**src/rtl/twiddle_fetch.sv**
```systemverilog
`default_nettype none
// ============================================================================
// Module      : twiddle_fetch
// Description : Read-side controller for a registered twiddle ROM with a
//               2-cycle read latency. Generates base + i*stride addresses,
//               tracks in-flight reads, buffers returned words in a small
//               FIFO and streams them out over valid/ready with last/done.
// Revision    : 1.0 - initial release
// ============================================================================
module twiddle_fetch #(
    parameter int DATA_WIDTH = 24,
    parameter int ADDR_WIDTH = 12,
    parameter int FIFO_DEPTH = 4
) (
    input  logic                  clk,
    input  logic                  rst,
    input  logic                  i_start,
    input  logic [ADDR_WIDTH-1:0] i_base_addr,
    input  logic [ADDR_WIDTH-1:0] i_stride,
    input  logic [ADDR_WIDTH:0]   i_len,
    output logic [ADDR_WIDTH-1:0] o_rom_addr,
    input  logic [DATA_WIDTH-1:0] i_rom_data,
    output logic [DATA_WIDTH-1:0] o_tw_data,
    output logic                  o_tw_valid,
    input  logic                  i_tw_ready,
    output logic                  o_tw_last,
    output logic                  o_busy,
    output logic                  o_done
);

    localparam int c_CW = $clog2(FIFO_DEPTH + 1);                 // occupancy counter width
    localparam int c_SW = c_CW + 2;                               // credit sum width
    localparam int c_PW = (FIFO_DEPTH > 1) ? $clog2(FIFO_DEPTH) : 1;
    localparam logic [ADDR_WIDTH:0] c_LEN_ONE  = (ADDR_WIDTH+1)'(1);
    localparam logic [ADDR_WIDTH:0] c_LEN_ZERO = '0;

    typedef enum logic [1:0] {
        S_IDLE   = 2'd0,
        S_FETCH  = 2'd1,
        S_DRAIN  = 2'd2,
        S_FINISH = 2'd3
    } state_t;

    state_t                r_state;
    logic [ADDR_WIDTH:0]   r_len;
    logic [ADDR_WIDTH:0]   r_issued;
    logic [ADDR_WIDTH-1:0] r_stride;
    logic [ADDR_WIDTH-1:0] r_next_addr;
    logic [ADDR_WIDTH-1:0] r_rom_addr;
    logic                  r_issue_v;
    logic                  r_issue_last;
    logic                  r_p1;
    logic                  r_p1_last;
    logic                  r_p2;
    logic                  r_p2_last;
    logic                  r_busy;
    logic                  r_done;

    logic [DATA_WIDTH-1:0] r_mem_data [FIFO_DEPTH];
    logic                  r_mem_last [FIFO_DEPTH];
    logic [c_PW-1:0]       r_wr;
    logic [c_PW-1:0]       r_rd;
    logic [c_CW-1:0]       r_count;

    logic                  w_valid;
    logic                  w_pop;
    logic                  w_push;
    logic                  w_head_last;
    logic [c_CW-1:0]       w_occ;
    logic [c_SW-1:0]       w_need;
    logic                  w_credit;
    logic                  w_more;
    logic                  w_final_issue;

    assign w_valid       = (r_count != '0);
    assign w_pop         = w_valid & i_tw_ready;
    assign w_push        = r_p2;
    assign w_head_last   = r_mem_last[r_rd];

    // Occupancy after this cycle's pop: a slot freed now can be reused by the
    // word issued next cycle, which is what keeps depth 4 bubble-free.
    assign w_occ         = r_count - c_CW'(w_pop);
    assign w_need        = c_SW'(r_issue_v) + c_SW'(r_p1) + c_SW'(r_p2)
                         + c_SW'(w_occ) + c_SW'(1);
    assign w_credit      = (w_need <= c_SW'(FIFO_DEPTH));
    assign w_more        = (r_issued != r_len);
    assign w_final_issue = ((r_issued + c_LEN_ONE) == r_len);

    assign o_rom_addr    = r_rom_addr;
    assign o_tw_data     = r_mem_data[r_rd];
    assign o_tw_valid    = w_valid;
    assign o_tw_last     = w_valid & w_head_last;
    assign o_busy        = r_busy;
    assign o_done        = r_done;

    // Job sequencer: address generation, issue credit, and busy/done outputs
    always_ff @(posedge clk or posedge rst) begin
        if (rst) begin
            r_state      <= S_IDLE;
            r_len        <= '0;
            r_issued     <= '0;
            r_stride     <= '0;
            r_next_addr  <= '0;
            r_rom_addr   <= '0;
            r_issue_v    <= 1'b0;
            r_issue_last <= 1'b0;
            r_busy       <= 1'b0;
            r_done       <= 1'b0;
        end else begin
            case (r_state)
                S_IDLE: begin
                    r_issue_v    <= 1'b0;
                    r_issue_last <= 1'b0;
                    if (i_start) begin
                        r_len    <= i_len;
                        r_stride <= i_stride;
                        if (i_len == c_LEN_ZERO) begin
                            r_state <= S_FINISH;
                            r_done  <= 1'b1;
                        end else begin
                            // First address goes out in the very next cycle
                            r_state      <= S_FETCH;
                            r_busy       <= 1'b1;
                            r_rom_addr   <= i_base_addr;
                            r_next_addr  <= i_base_addr + i_stride;
                            r_issued     <= c_LEN_ONE;
                            r_issue_v    <= 1'b1;
                            r_issue_last <= (i_len == c_LEN_ONE);
                        end
                    end
                end
                S_FETCH: begin
                    if (w_more && w_credit) begin
                        r_rom_addr   <= r_next_addr;
                        r_next_addr  <= r_next_addr + r_stride;
                        r_issued     <= r_issued + c_LEN_ONE;
                        r_issue_v    <= 1'b1;
                        r_issue_last <= w_final_issue;
                        if (w_final_issue) begin
                            r_state <= S_DRAIN;
                        end
                    end else begin
                        r_issue_v    <= 1'b0;
                        r_issue_last <= 1'b0;
                        if (!w_more) begin
                            r_state <= S_DRAIN;
                        end
                    end
                end
                S_DRAIN: begin
                    r_issue_v    <= 1'b0;
                    r_issue_last <= 1'b0;
                    if (w_pop && w_head_last) begin
                        r_state <= S_FINISH;
                        r_busy  <= 1'b0;
                        r_done  <= 1'b1;
                    end
                end
                default: begin
                    r_issue_v    <= 1'b0;
                    r_issue_last <= 1'b0;
                    r_done       <= 1'b0;
                    r_state      <= S_IDLE;
                end
            endcase
        end
    end

    // ROM latency tracking: valid/last tags follow each issued address by two cycles
    always_ff @(posedge clk or posedge rst) begin
        if (rst) begin
            r_p1      <= 1'b0;
            r_p1_last <= 1'b0;
            r_p2      <= 1'b0;
            r_p2_last <= 1'b0;
        end else begin
            r_p1      <= r_issue_v;
            r_p1_last <= r_issue_v & r_issue_last;
            r_p2      <= r_p1;
            r_p2_last <= r_p1 & r_p1_last;
        end
    end

    // Return buffer: push from the ROM pipe, pop on transfer; both may happen together
    always_ff @(posedge clk or posedge rst) begin
        if (rst) begin
            for (int i = 0; i < FIFO_DEPTH; i++) begin
                r_mem_data[i] <= '0;
                r_mem_last[i] <= 1'b0;
            end
            r_wr    <= '0;
            r_rd    <= '0;
            r_count <= '0;
        end else begin
            if (w_push) begin
                r_mem_data[r_wr] <= i_rom_data;
                r_mem_last[r_wr] <= r_p2_last;
                r_wr <= (r_wr == c_PW'(FIFO_DEPTH - 1)) ? '0 : r_wr + c_PW'(1);
            end
            if (w_pop) begin
                r_rd <= (r_rd == c_PW'(FIFO_DEPTH - 1)) ? '0 : r_rd + c_PW'(1);
            end
            case ({w_push, w_pop})
                2'b10:   r_count <= r_count + c_CW'(1);
                2'b01:   r_count <= r_count - c_CW'(1);
                default: r_count <= r_count;
            endcase
        end
    end

endmodule
`default_nettype wire

```
**config.mk**
```make
export PLATFORM = sky130hd
export DESIGN_NAME = twiddle_fetch
export DESIGN_NICKNAME = d
export VERILOG_FILES = /design/src/rtl/twiddle_fetch.sv
export SDC_FILE = /design/constraint.sdc
export NUM_CORES = 1
export LEC_CHECK = 0
export ABC_AREA = 1
export CAP_MARGIN = 20
export CORE_ASPECT_RATIO = 1.75
export CORE_MARGIN = 4
export CORE_UTILIZATION = 35
export CTS_CLUSTER_SIZE = 40
export DETAILED_ROUTE_END_ITERATION = 6
export PLACE_DENSITY = 0.58
export SLEW_MARGIN = 20
export SYNTH_ARGS = -nofsm -noshare
export SYNTH_HDL_FRONTEND = slang
export SYNTH_SLANG_ARGS = --single-unit
```
**constraint.sdc**
```tcl
create_clock -name clk -period 8.6 [get_ports clk]
set_input_delay 2.58 -clock clk [delete_from_list [all_inputs] [get_ports clk]]
set_output_delay 2.58 -clock clk [all_outputs]
set_load 0.005 [all_outputs]
```
# Word level (Yosys, flattened, before mapping)
# Index checks and enable logic that the tools add are counted.
[word_totals]
mem_bits_rw = 0
n_memories = 0
latch_bits = 0
ff_bits = 179
out_inout_bits = 40
mem_bits_ro = 0
[classes]
bitwise = 7
n_lt_le_gt_ge = 4
n_reduce_logical = 14
n_div = 0
n_shift = 0
eq_ne = 16
n_addsub = 12
muxes = 50
multipliers = 0
[op_table]
columns = ["operator", "n"]
rows = [
  ["bitwise mux 96 bit", 1],
  ["2-to-1 mux 12 bit", 6],
  ["2-to-1 mux 24 bit", 3],
  ["binary-select mux 24 bit (select 2 bit)", 1],
  ["demux 24 bit (select 2 bit)", 1],
  ["one-hot mux 12 bit (2 select lines)", 2],
  ["2-to-1 mux 13 bit", 3],
  ["one-hot mux 13 bit (2 select lines)", 1],
  ["adder 12 bit", 2],
  ["2-to-1 mux 2 bit", 8],
  ["AND reduction 4 bit", 4],
  ["2-to-1 mux 1 bit", 15],
  ["adder 13 x 1 -> 13 bit, second input constant", 1],
  ["== test 13 x 1 -> 1 bit, second input constant", 1],
  ["== test 13 bit", 1],
  ["zero test 13 bit", 1],
  ["!= test 13 bit", 1],
  ["!= test 2 bit, second input constant", 5],
  ["== test 2 bit, second input constant", 4],
  [">= comparator 3 bit, second input constant", 2],
  ["!= test 3 bit, second input constant", 2],
  ["inverter 2 -> 3 bit", 2],
  ["one-hot mux 1 bit (2 select lines)", 3],
  ["one-hot mux 2 bit (3 select lines)", 1],
  ["other kinds (23)", 32],
]

# Longest topological paths before layout
[depth]
word_depth = 9
depth_mapped = 22
ltp_nobuf = 22

# Least setup slack after synthesis
# OpenSTA, ideal clock, no wires.
[synth_timing]
path_type = "input to register"
startpoint = "input i_tw_ready"
endpoint = "register r_rom_addr[1], in the netlist o_rom_addr[1]"
t_required_ns = 8.484
path_slack_ns = 3.782
path_stages = 16
arrival_time_ns = 4.701
path_cell_list = "nand2_1 -> inv_2 -> ha_1 -> inv_1 -> fa_1 -> inv_1 -> fa_1 -> a21oi_1 -> nand2_1 -> nand2_1 -> nand3b_2 -> o21ai_2 -> buf_6 -> buf_12 -> nand3_2 -> nand2_1"
[synth_between]
elab_chain_len = 8
[synth_rtl]
columns = ["item", "line_no", "source"]
rows = [
  ["start: declaration", "25", "input logic i_tw_ready,"],
  ["bitwise AND 1 bit", "76", "assign w_pop = w_valid & i_tw_ready;"],
  ["net w_pop", "66", "logic w_pop;"],
  ["subtractor 3 x 1 -> 3 bit", "82", "assign w_occ = r_count - c_CW'(w_pop);"],
  ["adder 3 x 3 -> 4 bit", "84", "+ c_SW'(w_occ) + c_SW'(1);"],
  ["adder 4 x 1 -> 5 bit", "84", ""],
  ["<= comparator 5 x 3 -> 1 bit", "85", "assign w_credit = (w_need <= c_SW'(FIFO_DEPTH));"],
  ["logical AND 1 bit", "133", "if (w_more && w_credit) begin"],
  ["!= test 2 bit (no source line)", "n/a", ""],
  ["AND reduction 4 bit (no source line)", "n/a", ""],
  ["end signal: assignment", "124", "r_rom_addr <= i_base_addr;"],
  ["end signal: assignment", "134", "r_rom_addr <= r_next_addr;"],
  ["end: declaration", "49", "logic [ADDR_WIDTH-1:0] r_rom_addr;"],
]
# The timed path passes the listed nets, and every way through them passes these cells.
# A chain may end at the register's enable or synchronous reset.

# Worst setup path after layout
[layout_timing]
startpoint = "register r_rd[0]"
endpoint = "output o_tw_data[7]"
[layout_between]
elab_chain_len = 4
[layout_rtl]
columns = ["item", "line_no", "source"]
rows = [
  ["start: declaration", "62", "logic [c_PW-1:0] r_rd;"],
  ["start signal: assignment", "201", "r_rd <= (r_rd == c_PW'(FIFO_DEPTH - 1)) ? '0 : r_rd + c_PW'(1);"],
  ["inverter 2 -> 3 bit (implied by the code)", "90", "assign o_tw_data = r_mem_data[r_rd];"],
  ["binary-select mux 24 bit (select 2 bit)", "90", ""],
  ["2-to-1 mux 24 bit (implied by the code) (2 in series)", "90", ""],
  ["end: declaration", "23", "output logic [DATA_WIDTH-1:0] o_tw_data,"],
]
# Every way passes these cells. The select of a mux whose other input is x is not followed.

==> impl.org <==
** Logic synthesis
- Post-synthesis cell area :: 10100 µm²
- Yosys warnings :: 0
- Of the total synthesized cell area, the portion taken by XOR and XNOR cells is 0.0208.
- Main combinational cell family by area after synthesis :: simple AND/OR/NAND/NOR gates
- Synth Area per Inst :: 7.93 µm²
- The compound-cell area share of the yosys netlist came to 0.135.
- Register bit count reported by yosys :: 179
- Of the total synthesized cell area, the portion taken by full adders, half adders and majority gates is 0.0557.
- Post-synthesis cell type with the largest combined area :: dfrtp_1
- Yosys attributes the largest share of cell area to dfrtp_1 (44%), nand2_1 (14%), o21ai_0 (9.2%).
- Share of the synthesized area in the top cell type :: 0.443
- When the netlist entered floorplanning its net count stood at 1381.
- After technology mapping, the gate count stands at 1274.
- Yosys mapped a number of flops with a built-in enable equal to 0.
- Measured against the total synthesized area, the mux share comes to 0.0144.
- For this run, asynchronously set or reset flops after synthesis account for 1.00.
- The share of the Yosys chip area taken by registers is 0.443.
- Synth unique cells :: 44
- Top flip-flop cell by instance count after synthesis :: dfrtp_1
- Of the total synthesized cell area, the portion taken by AND, OR, NAND and NOR gates is 0.257.

** GRT
- Overall track demand over capacity in global routing :: 0.178
- Maximum number of pins on one net before global-route repair :: 74
- The number of global-route vias before repair is 8712.
- For this run the aggregate overflow at the end of global routing stands at 0.
- Wire length of the first global-routing pass :: 44400 µm
- Number of antenna violations at the first check in global routing :: 0

** Critical path
- The worst setup path is of the flop to primary output kind.
- The slowest stage of the critical path belongs to the cell clkdlybuf4s50_1.
- For the worst setup path, the data required time is 6.02 ns.
- Critical Path, Cell by Cell :: buf_4 -> inv_1 -> buf_4 -> o21ai_0 -> o22ai_1 -> clkdlybuf4s50_1
- Data on the critical path arrives at its endpoint at 2.97 ns.
- For this run, the slowest stage of the critical path takes 0.57 ns.
- The cell that appears most often on the critical path is buf_4.
- Sort of element at the end of the critical path :: primary output
- Maximum fanout count along the critical path :: 53
- The number of buffers and inverters on the critical path is 4.
- The worst setup path is launched from a flop.
- The kind of cell with the highest combined delay along the critical path is buffers and inverters.

** Floorplan
- Total Die Area :: 31800 µm²
- The die is 233 µm tall.
- Die Span X :: 136 µm
- Number of core rows :: 82
- 105 I/O pins were placed.
- Starting density of the core :: 0.354
- Core Region :: 28500 µm²

** Pwr
- Leakage power figure :: 5.72 nW
- Across the VDD grid, the largest voltage drop is 0.183 mV.
- Power comes to 4.54 mW.
- Dividing total power by cell area gives a power density of 379 nW/µm².

** Clock network
- After clock tree synthesis, the flow added hold-fix buffers numbering 0.
- Once the clock tree was built, the setup fixing pass inserted 0 buffers.
- H-tree depth reported by CTS :: 4
- Insertion delay of the later-clocked pin in the worst-skew pair :: 0.45 ns
- Clock tree from TritonCTS :: yes
- Total CTS buffers :: 17
- The tree is rooted in a clkbuf_16.
- Post-CTS clock slew at the launch and capture registers of the worst setup and hold paths :: 0.07 ns
- Resized cells post-CTS :: 0
- Counting every sink on the clock net gives 179.
- Buffer levels on the longest clock path :: 2

** Worst hold path
- In this run the worst hold path is classified as flop to flop.

** Layout
- The area growth from synthesis to layout is 18.5%.
- The layout has 3029 filler cells.
- Most common library cell in the layout ignoring fill and taps :: nand2_1
- After routing the design area is 12000 µm².
- Net total in the final layout :: 1459
- In the final layout, the share of cells above drive strength 1 is 0.0842.
- 0 antenna diodes ended up in the layout.
- Final instance count without filler cells :: 1743
- Most frequent cells in the layout :: nand2_1 (367), o21ai_0 (185), dfrtp_1 (179), inv_1 (104), clkdlybuf4s50_1 (104)

** STA
- Worst-Margin Slew :: 1.05 ns
- Part of the cycle the worst path needs :: 0.645
- Post-route setup slack :: 3.05 ns
- Top achievable clock speed :: 180 MHz
- The worst pin sits at a relative slew slack of 0.303.
- Setup violations remaining at the end of the flow were counted as 0.
- The final hold violation count came to 0.
- Clock Skew :: 0.0129 ns
- Final period demand of the worst path :: 5.55 ns
- Summed over all failing endpoints, the final setup total negative slack is 0 ns.
- Unrepaired setup endpoints after global routing :: no
- Number of pins with negative max-slew slack in the final report :: 0

** Placed design
- Once detailed placement completed, the half-perimeter wirelength came to 19000 µm.
- Buffers placed on the I/O ports in this run total 104.
- Final Wtd Congestion :: 0.875
- Summing all placed instances gives a cell area of 11400 µm².
- Number of cells after detailed placement :: 1711
- Prior to clock tree synthesis, the placed netlist has a worst setup slack of 2.67 ns.

** Route
- Summing over every cut layer, the via total after detailed routing is 8574.
- In this run, the number of DRC markers left after iteration 0 of detailed routing was 449.
- Wire length reported by the detailed router :: 27200 µm
- In this run the remaining antenna-violating nets after routing total 0.
- Drt first pass iters :: 5
- In the routed design, unresolved DRC markers number 0.
- Wirelength per Cell :: 15.6 µm
- In the routed layout, each cell is associated on average with a via count of 4.92.

** Flow run
- Maxcap violations :: 0

** Outcome
- Run status :: completed
## logic make-up after synthesis
| family | after synthesis |
|---|---|
| xor gates and xnor gates | 24 |
| buffers and inverters | 171 |
| DFF | 179 |
| muxes | 13 |
| and+or+nand+nor | 589 |
| adders and majority gates | 42 |
| AOI/OAI and AO/OA | 256 |
## state kept, by name (all words and copies together), names as in the netlist, 2 cells and up
signal,cells
o_rom_addr,12
r_count,3
r_issued,13
r_len,13
r_mem_data,96
r_mem_last,4
r_next_addr,12
r_rd,2
r_state,2
r_stride,12
r_wr,2
## routing by layer
layer | track usage | share of wire | vias up
li1 | - | - | 4291
met1 | 0.188 | 0.39 | 4090
met2 | 0.342 | 0.55 | 144
met3 | 0.0309 | 0.023 | 49
met4 | 0.0728 | 0.033 | 0
met5 | 0 | 0 | -
## worst paths after layout
| kind | start | end | slack, ns | cells after the start |
|---|---|---|---|---|
| min in group asynchronous | rst | o_rom_addr[5] | 2.55 | 2 |
| worst min register to register | r_issue_v | r_p1 | 0.39 | 0 |
| worst max-delay path | r_rd[0] | o_tw_data[7] | 3.05 | 6 |
| worst max register to register | r_count[1] | o_rom_addr[3] | 5.08 | 19 |
| worst min-delay path | r_issue_v | r_p1 | 0.39 | 0 |
| max in group asynchronous | rst | r_mem_data[74] | 4.73 | 3 |
## Yosys cell counts, types with 2 or more instances
cell,number
nand3_1,49
fa_1,5
nand2_2,9
a31oi_1,3
nand2_4,2
dfrtp_1,179
a21oi_1,30
buf_1,2
buf_4,6
buf_12,3
buf_6,3
o2bb2ai_1,2
o21a_1,2
nand2_1,367
nand4_1,12
xor2_1,18
inv_1,105
nor3_1,6
xnor2_1,6
a211oi_1,3
nand3_2,31
nor2_2,4
buf_2,3
o22ai_1,25
a21o_1,2
inv_2,6
clkbuf_1,42
mux2_2,12
ha_1,37
o21ai_0,185
nor2_4,3
nor2_1,100
## through the flow
stage | hold WS (ns) | util
after floorplan | 0.374 | -
after global placement | 0.391 | 0.400
after detailed placement | 0.392 | 0.400
after CTS | 0.397 | 0.420
after global routing | 0.411 | 0.420
final | 0.393 | 0.420
## cell type report
| cell class | count | area, µm² | area share |
|---|---|---|---|
| flip-flops and latches | 179 | 4480 | 0.374 |
| inverters | 112 | 425 | 0.0355 |
| repair buffers | 118 | 1150 | 0.0957 |
| multi-input cells | 924 | 4890 | 0.409 |
| clock buffers | 25 | 485 | 0.0405 |
| well taps | 378 | 473 | 0.0395 |
| clock inverters | 7 | 73.8 | 0.00616 |
## where the power goes
group	switching, mW	internal [mW]
Sequential	0.245	1.23
Combinational	1.36	0.942
Clock	0.334	0.423
Note: power is estimated with default switching activity, not from simulation.
